$ cat src/rtl/instr_encoder_loader.sv
// instr_encoder_loader: packs opcode/operand tuples into 32-bit words and streams them into instruction memory; INSTR_ENC_CHECKSUM_EN appends an XOR checksum word
module instr_encoder_loader #(
  parameter int ADDR_W = 8,
  parameter int DEPTH  = 4
) (
  input  logic              clk,
  input  logic              rst,
  input  logic              start,
  input  logic [ADDR_W-1:0] base_addr,
  input  logic              flush,
  input  logic              in_valid,
  output logic              in_ready,
  input  logic [5:0]        in_op,
  input  logic [4:0]        in_rd2,
  input  logic [4:0]        in_rd1,
  input  logic [4:0]        in_rs2,
  input  logic [4:0]        in_rs1,
  input  logic [15:0]       in_imm,
  input  logic [7:0]        in_addr,
  output logic              imem_we,
  output logic [ADDR_W-1:0] imem_addr,
  output logic [31:0]       imem_wdata,
  input  logic              imem_ready,
  output logic              busy,
  output logic              done,
  output logic [ADDR_W:0]   count,
  output logic              err_illegal,
  output logic [5:0]        err_op,
  output logic              err_ovf
);
  localparam int PW = $clog2(DEPTH);
  localparam logic [PW:0] FULL = (PW+1)'(DEPTH);
  typedef enum logic [2:0] {IDLE, LOAD, DRAIN, CSUM, DONE} state_t;
  state_t state_q, state_d;
  logic [31:0] mem_q [DEPTH];
  logic [PW-1:0] rd_q, wr_q;
  logic [PW:0] cnt_q, occ;
  logic [31:0] stg_q, csum_q, enc;
  logic stg_v_q, legal, hs, empty, pop, wr_done, last;
  logic [ADDR_W-1:0] ptr_q;
  logic [ADDR_W:0] count_q;
  logic err_illegal_q, err_ovf_q;
  logic [5:0] err_op_q;
  assign legal = in_op < 6'd18;
  assign enc = {in_op, (in_op == 6'd0) ? {in_rd2, 5'd0, in_imm} :
                       (in_op == 6'd1) ? {in_rd2, 16'd0, in_rs2} :
                       (in_op == 6'd2) ? {in_rd2, 13'd0, in_addr} :
                       (in_op == 6'd3) ? {in_addr, 13'd0, in_rs2} :
                                         {in_rd2, in_rd1, 6'd0, in_rs2, in_rs1}};
  // the staged word already owns a FIFO slot, so it counts toward occupancy
  assign occ = cnt_q + (PW+1)'(stg_v_q);
  assign empty = cnt_q == '0;
  assign hs = in_valid && in_ready;
  // after overflow the FIFO keeps draining but nothing reaches memory
  assign pop = state_q != IDLE && !empty && (err_ovf_q || imem_ready);
  assign wr_done = imem_we && imem_ready;
  assign last = ptr_q == '1;
  assign imem_addr = ptr_q;
  assign count = count_q;
  assign err_illegal = err_illegal_q;
  assign err_op = err_op_q;
  assign err_ovf = err_ovf_q;
  // state register
  always_ff @(posedge clk) begin
    if (rst) state_q <= IDLE;
    else state_q <= state_d;
  end
  // next-state logic
  always_comb begin
    state_d = state_q;
    case (state_q)
      IDLE: if (start) state_d = LOAD;
      LOAD: if (flush) state_d = DRAIN;
`ifdef INSTR_ENC_CHECKSUM_EN
      DRAIN: if (empty && !stg_v_q) state_d = CSUM;
      CSUM: if (err_ovf_q || imem_ready) state_d = DONE;
`else
      DRAIN: if (empty && !stg_v_q) state_d = DONE;
`endif
      DONE: state_d = IDLE;
      default: state_d = IDLE;
    endcase
  end
  // outputs decoded from state and FIFO status
  always_comb begin
    busy = state_q != IDLE;
    done = state_q == DONE;
    in_ready = state_q == LOAD && occ != FULL && !err_ovf_q;
    imem_we = (state_q == CSUM) ? !err_ovf_q : (busy && !empty && !err_ovf_q);
    imem_wdata = !imem_we ? '0 : (state_q == CSUM) ? csum_q : mem_q[rd_q];
  end
  // encode stage, FIFO, write pointer and session status
  always_ff @(posedge clk) begin
    if (rst) begin
      stg_v_q <= 1'b0;
      stg_q <= '0;
      rd_q <= '0;
      wr_q <= '0;
      cnt_q <= '0;
      ptr_q <= '0;
      count_q <= '0;
      err_illegal_q <= 1'b0;
      err_op_q <= '0;
      err_ovf_q <= 1'b0;
    end else if (state_q == IDLE) begin
      stg_v_q <= 1'b0;
      rd_q <= '0;
      wr_q <= '0;
      cnt_q <= '0;
      if (start) begin
        ptr_q <= base_addr;
        count_q <= '0;
        err_illegal_q <= 1'b0;
        err_op_q <= '0;
        err_ovf_q <= 1'b0;
      end
    end else begin
      stg_v_q <= hs && legal;
      if (hs && legal) stg_q <= enc;
      if (hs && !legal) begin
        err_illegal_q <= 1'b1;
        if (!err_illegal_q) err_op_q <= in_op;
      end
      if (stg_v_q) begin
        mem_q[wr_q] <= stg_q;
        wr_q <= wr_q + PW'(1);
      end
      if (pop) rd_q <= rd_q + PW'(1);
      cnt_q <= cnt_q + (PW+1)'(stg_v_q) - (PW+1)'(pop);
      if (wr_done) begin
        count_q <= count_q + (ADDR_W+1)'(1);
        if (last) err_ovf_q <= 1'b1;
        else ptr_q <= ptr_q + ADDR_W'(1);
      end
    end
  end
`ifdef INSTR_ENC_CHECKSUM_EN
  // running XOR of every program word written this session
  always_ff @(posedge clk) begin
    if (rst || (state_q == IDLE && start)) csum_q <= '0;
    else if (wr_done && state_q != CSUM) csum_q <= csum_q ^ imem_wdata;
  end
`else
  assign csum_q = '0;
`endif
endmodule

$ cat config.mk
export PLATFORM = sky130hd
export DESIGN_NAME = instr_encoder_loader
export DESIGN_NICKNAME = d
export VERILOG_FILES = /design/src/rtl/instr_encoder_loader.sv
export SDC_FILE = /design/constraint.sdc
export NUM_CORES = 1
export LEC_CHECK = 0
export ABC_AREA = 0
export BUFFER_PORTS_ARGS = -buffer_cell sky130_fd_sc_hd__buf_4
export CAP_MARGIN = 10
export CELL_PAD_IN_SITES_DETAIL_PLACEMENT = 0
export CELL_PAD_IN_SITES_GLOBAL_PLACEMENT = 1
export CORE_ASPECT_RATIO = 1.25
export CORE_MARGIN = 2
export CORE_UTILIZATION = 40
export DETAILED_ROUTE_END_ITERATION = 8
export PLACE_DENSITY = 0.8
export SYNTH_ARGS = -nofsm -noshare
export SYNTH_HDL_FRONTEND = slang
export SYNTH_SLANG_ARGS = --single-unit
$ cat constraint.sdc
create_clock -name clk -period 2.3 [get_ports clk]
set_input_delay 0.23 -clock clk [delete_from_list [all_inputs] [get_ports clk]]
set_output_delay 0.23 -clock clk [all_outputs]
set_load 0.03 [all_outputs]
==> impl_metrics.csv <==
group,metric,value,unit
run_status,status,"finished, violations left",
run_status,violations,"negative setup slack",
sta,fin_crit_sh,104.7,%
die,start_util,40.51,%
logic_synthesis,post-synth-top-count-cell,"edfxtp_1",
detailed_routing,dr.pass1.iters,5,
placement,dp_slack,-0.09012,ns
logic_synthesis,yosys_register_bits,198,
logic_synthesis,synth_top_family_by_area,"simple AND/OR/NAND/NOR gates",
final_layout,synthToLayoutAreaGrowth,32.46,%
critical_path,cp.arrival,2.77,ns
detailed_routing,drtAntennaViolNets,0,
critical_path,path_cells,"ha_4 -> ha_4 -> nor2_4 -> a2111oi_4 -> buf_4 -> or4b_4 -> or3b_1 -> a21oi_1",
grt,antenna_found_initial,0,
die,fp-row-count,58,
placement,hpwl,13.16,mm
sta,max_clock_freq,415.2,MHz
sta,setup_slack,-0.1086,ns
critical_path,worstPathRequired,2.66,ns
grt,grt_pass1_wl,30.78,mm
cts,cts_buffer_depth,2,
final_layout,fin_cells,1041,
logic_synthesis,synth_common_cells,"128 x edfxtp_1, 70 x dfxtp_1, 43 x nor2_1",
die,core_area,0.02003,sq mm
logic_synthesis,synth_top_area_share,47.37,%
sta,rsz0062_at_grt,"true",
logic_synthesis,ys_seq_area_share,64.64,%
placement,place_area,0.009597,sq mm
logic_synthesis,synth_compound_area_share,7.633,%
logic_synthesis,synth_nets,669,
critical_path,cp_common_cell,"ha_4",
logic_synthesis,synthMuxAreaShare,10.24,%
die,die_h,163.2,um
detailed_routing,wire_per_inst,20.75,um
sta,drv_slew,0,
grt,gr-total-overflow,0,
cts,clkTransAtPathRegs,0.08,ns
cts,clk-insertion-delay-late,0.44,ns
logic_synthesis,synth_xor_area_share,0.6476,%
detailed_routing,vias,5653,
pwr,ir_drop,0.5023,mV
cts,cts-root-buf,"clkbuf_16",
logic_synthesis,synthTopCellsByArea,"edfxtp_1 47%, dfxtp_1 17%, mux4_2 8.9%",
final_layout,drive_gt1_share,39.04,%
critical_path,max_stage_delay,0.47,ns
sta,min_period,2.409,ns
final_layout,fin_area,0.01075,sq mm
sta,finalSetupViolCount,7,
die,io-pin-count,125,
pwr,p_leak,3.545,nW
worst_hold_path,min_path_type,"in2reg",
sta,fin_worst_skew,0.007924,ns
placement,dp_cells,986,
detailed_routing,drt_wl_total,21.61,mm
sta,worst_pin_slew,0.7078,ns
cts,htree_levels,4,
detailed_routing,first_iter_violations,356,
critical_path,crit_type,"reg2reg",
detailed_routing,drc_errors,0,
final_layout,post-route-util,53.66,%
pwr,total_power,7.192,mW
logic_synthesis,synthArstFlopShare,0,%
logic_synthesis,yosysWarnings,0,
cts,cts_buffers,17,
sta,slew-limit-headroom,52.81,%
critical_path,cp_max_fo,3,
logic_synthesis,synth-simple-area-share,13.29,%
logic_synthesis,syn_avg_cell_area,13.64,sq um
grt,grt_pass1_vias,5588,
cts,cts.sinks,198,
logic_synthesis,synthCells,595,
logic_synthesis,netlist.top_cell.by_area,"edfxtp_1",
logic_synthesis,synth.distinct_cells,45,
logic_synthesis,synth_enable_flop_cells,128,
detailed_routing,routed_via_density,5.430,
sta,tns,-0.3263,ns
placement,portBuffers,124,
critical_path,crit_slowest_cell,"or4b_4",
cts,cts_tree,"done",
sta,hold_viol_final,0,
sta,whs,0.04243,ns
final_layout,final_nets,832,
placement,gp_congestion,0.7964,
logic_synthesis,synth_fa_ha_area_share,1.542,%
pwr,power_density,669.1,mW/mm^2
grt,grt.total_usage,18.75,%
critical_path,cp-end-kind,"register",
die,dieArea,0.02145,sq mm
logic_synthesis,ys.flop_type,"edfxtp_1",
logic_synthesis,mappedNetlistArea,0.008114,sq mm
cts,postCtsHoldBufs,0,
grt,grt_start_max_net_pins,58,
die,die_w,131.4,um
final_layout,antennaDiodeCount,0,
critical_path,start_kind,"register",
flow_run,drv_cap,0,
## flip-flops by register name, indices dropped and copies added (netlist names), named ones only
name,flops
cnt_q,3
count,9
err_illegal,1
err_op,6
err_ovf,1
imem_addr,8
mem_q,128
rd_q,2
state_q,3
stg_q,32
stg_v_q,1
wr_q,2
## cells by family (layout without fill, tap and decap cells)
logic type                 count (synthesis)  in the layout
muxes                                     43             43
and+or+nand+nor                          205            206
AOI/OAI and AO/OA                         91             91
buffers and inverters                     42            217
DFF                                      198            198
adders and majority gates                 10             10
xor gates and xnor gates                   6              6
## metal layers
layer	vias to the layer above	track usage, %	wire length [um]
met4	0	5.830	435
met3	24	5.866	1646
met1	2795	22.00	8366
met2	230	33.09	11160
li1	2604	-	-
met5	-	0	0
## cells in the final DEF, fill, tap and decap left out, types with 4 or more instances in the layout
| cell | n |
|---|---|
| nor2b_2 | 7 |
| buf_12 | 6 |
| nor2b_4 | 11 |
| and3_1 | 10 |
| inv_6 | 7 |
| a311oi_1 | 4 |
| nand2_1 | 36 |
| a22oi_1 | 6 |
| or3_1 | 8 |
| nand3_2 | 6 |
| clkbuf_16 | 22 |
| nand4_1 | 7 |
| buf_4 | 151 |
| nor3_1 | 13 |
| buf_6 | 15 |
| edfxtp_1 | 128 |
| or3b_1 | 4 |
| a21oi_1 | 34 |
| ha_1 | 8 |
| nand2b_1 | 5 |
| nor2_1 | 33 |
| a221oi_1 | 8 |
| nor2_2 | 8 |
| nand3_1 | 15 |
| mux4_2 | 32 |
| inv_1 | 7 |
| mux2i_1 | 11 |
| dfxtp_1 | 65 |
| nor2b_1 | 17 |
| a31oi_1 | 4 |
| a211oi_1 | 13 |
| inv_8 | 4 |
| o21ai_0 | 11 |
| dfxtp_4 | 4 |
## report_power, final
part           switching, mW  internal, mW  total (mW)
Combinational          0.221         0.178       0.399
Sequential            0.0257          3.76        3.78
Clock                   1.44          1.57        3.01
## critical path: cells and delay by family (launching register included)
kind / cells / cell delay (ns)
flip-flops: 1 / 0.36
AND/OR/NAND/NOR: 3 / 0.87
adder cells (fa/ha/maj): 2 / 0.43
buffers and inverters: 1 / 0.17
AO/OA/AOI/OAI: 2 / 0.51
## cell type report
class	instances	area (sq um)
inverters	7	26.28
clock inverters	15	176.4
repair buffers	178	1563
clock buffers	17	425.4
well taps	270	337.8
fillers	1699	9281
multi-input cells	356	2958
flip-flops and latches	198	5261
## timing repair
item	4_1_cts	5_1_grt
pin swaps	3	21
setup buffers	2	12
endpoints found under the setup margin	38	65
gates cloned	1	9
resized for setup	13	59
## final timing paths
check | start | endpoint | slack (ns) | cells after the start
worst max-delay path | stg_v_q | err_op[3] | -0.11 | 8
worst min-delay path | in_imm[15] | stg_q[15] | 0.04 | 3
worst max register to register | stg_v_q | err_op[3] | -0.11 | 8
worst min register to register | stg_q[13] | stg_q[13] | 0.50 | 2
Power figures use the tool's default switching activity.
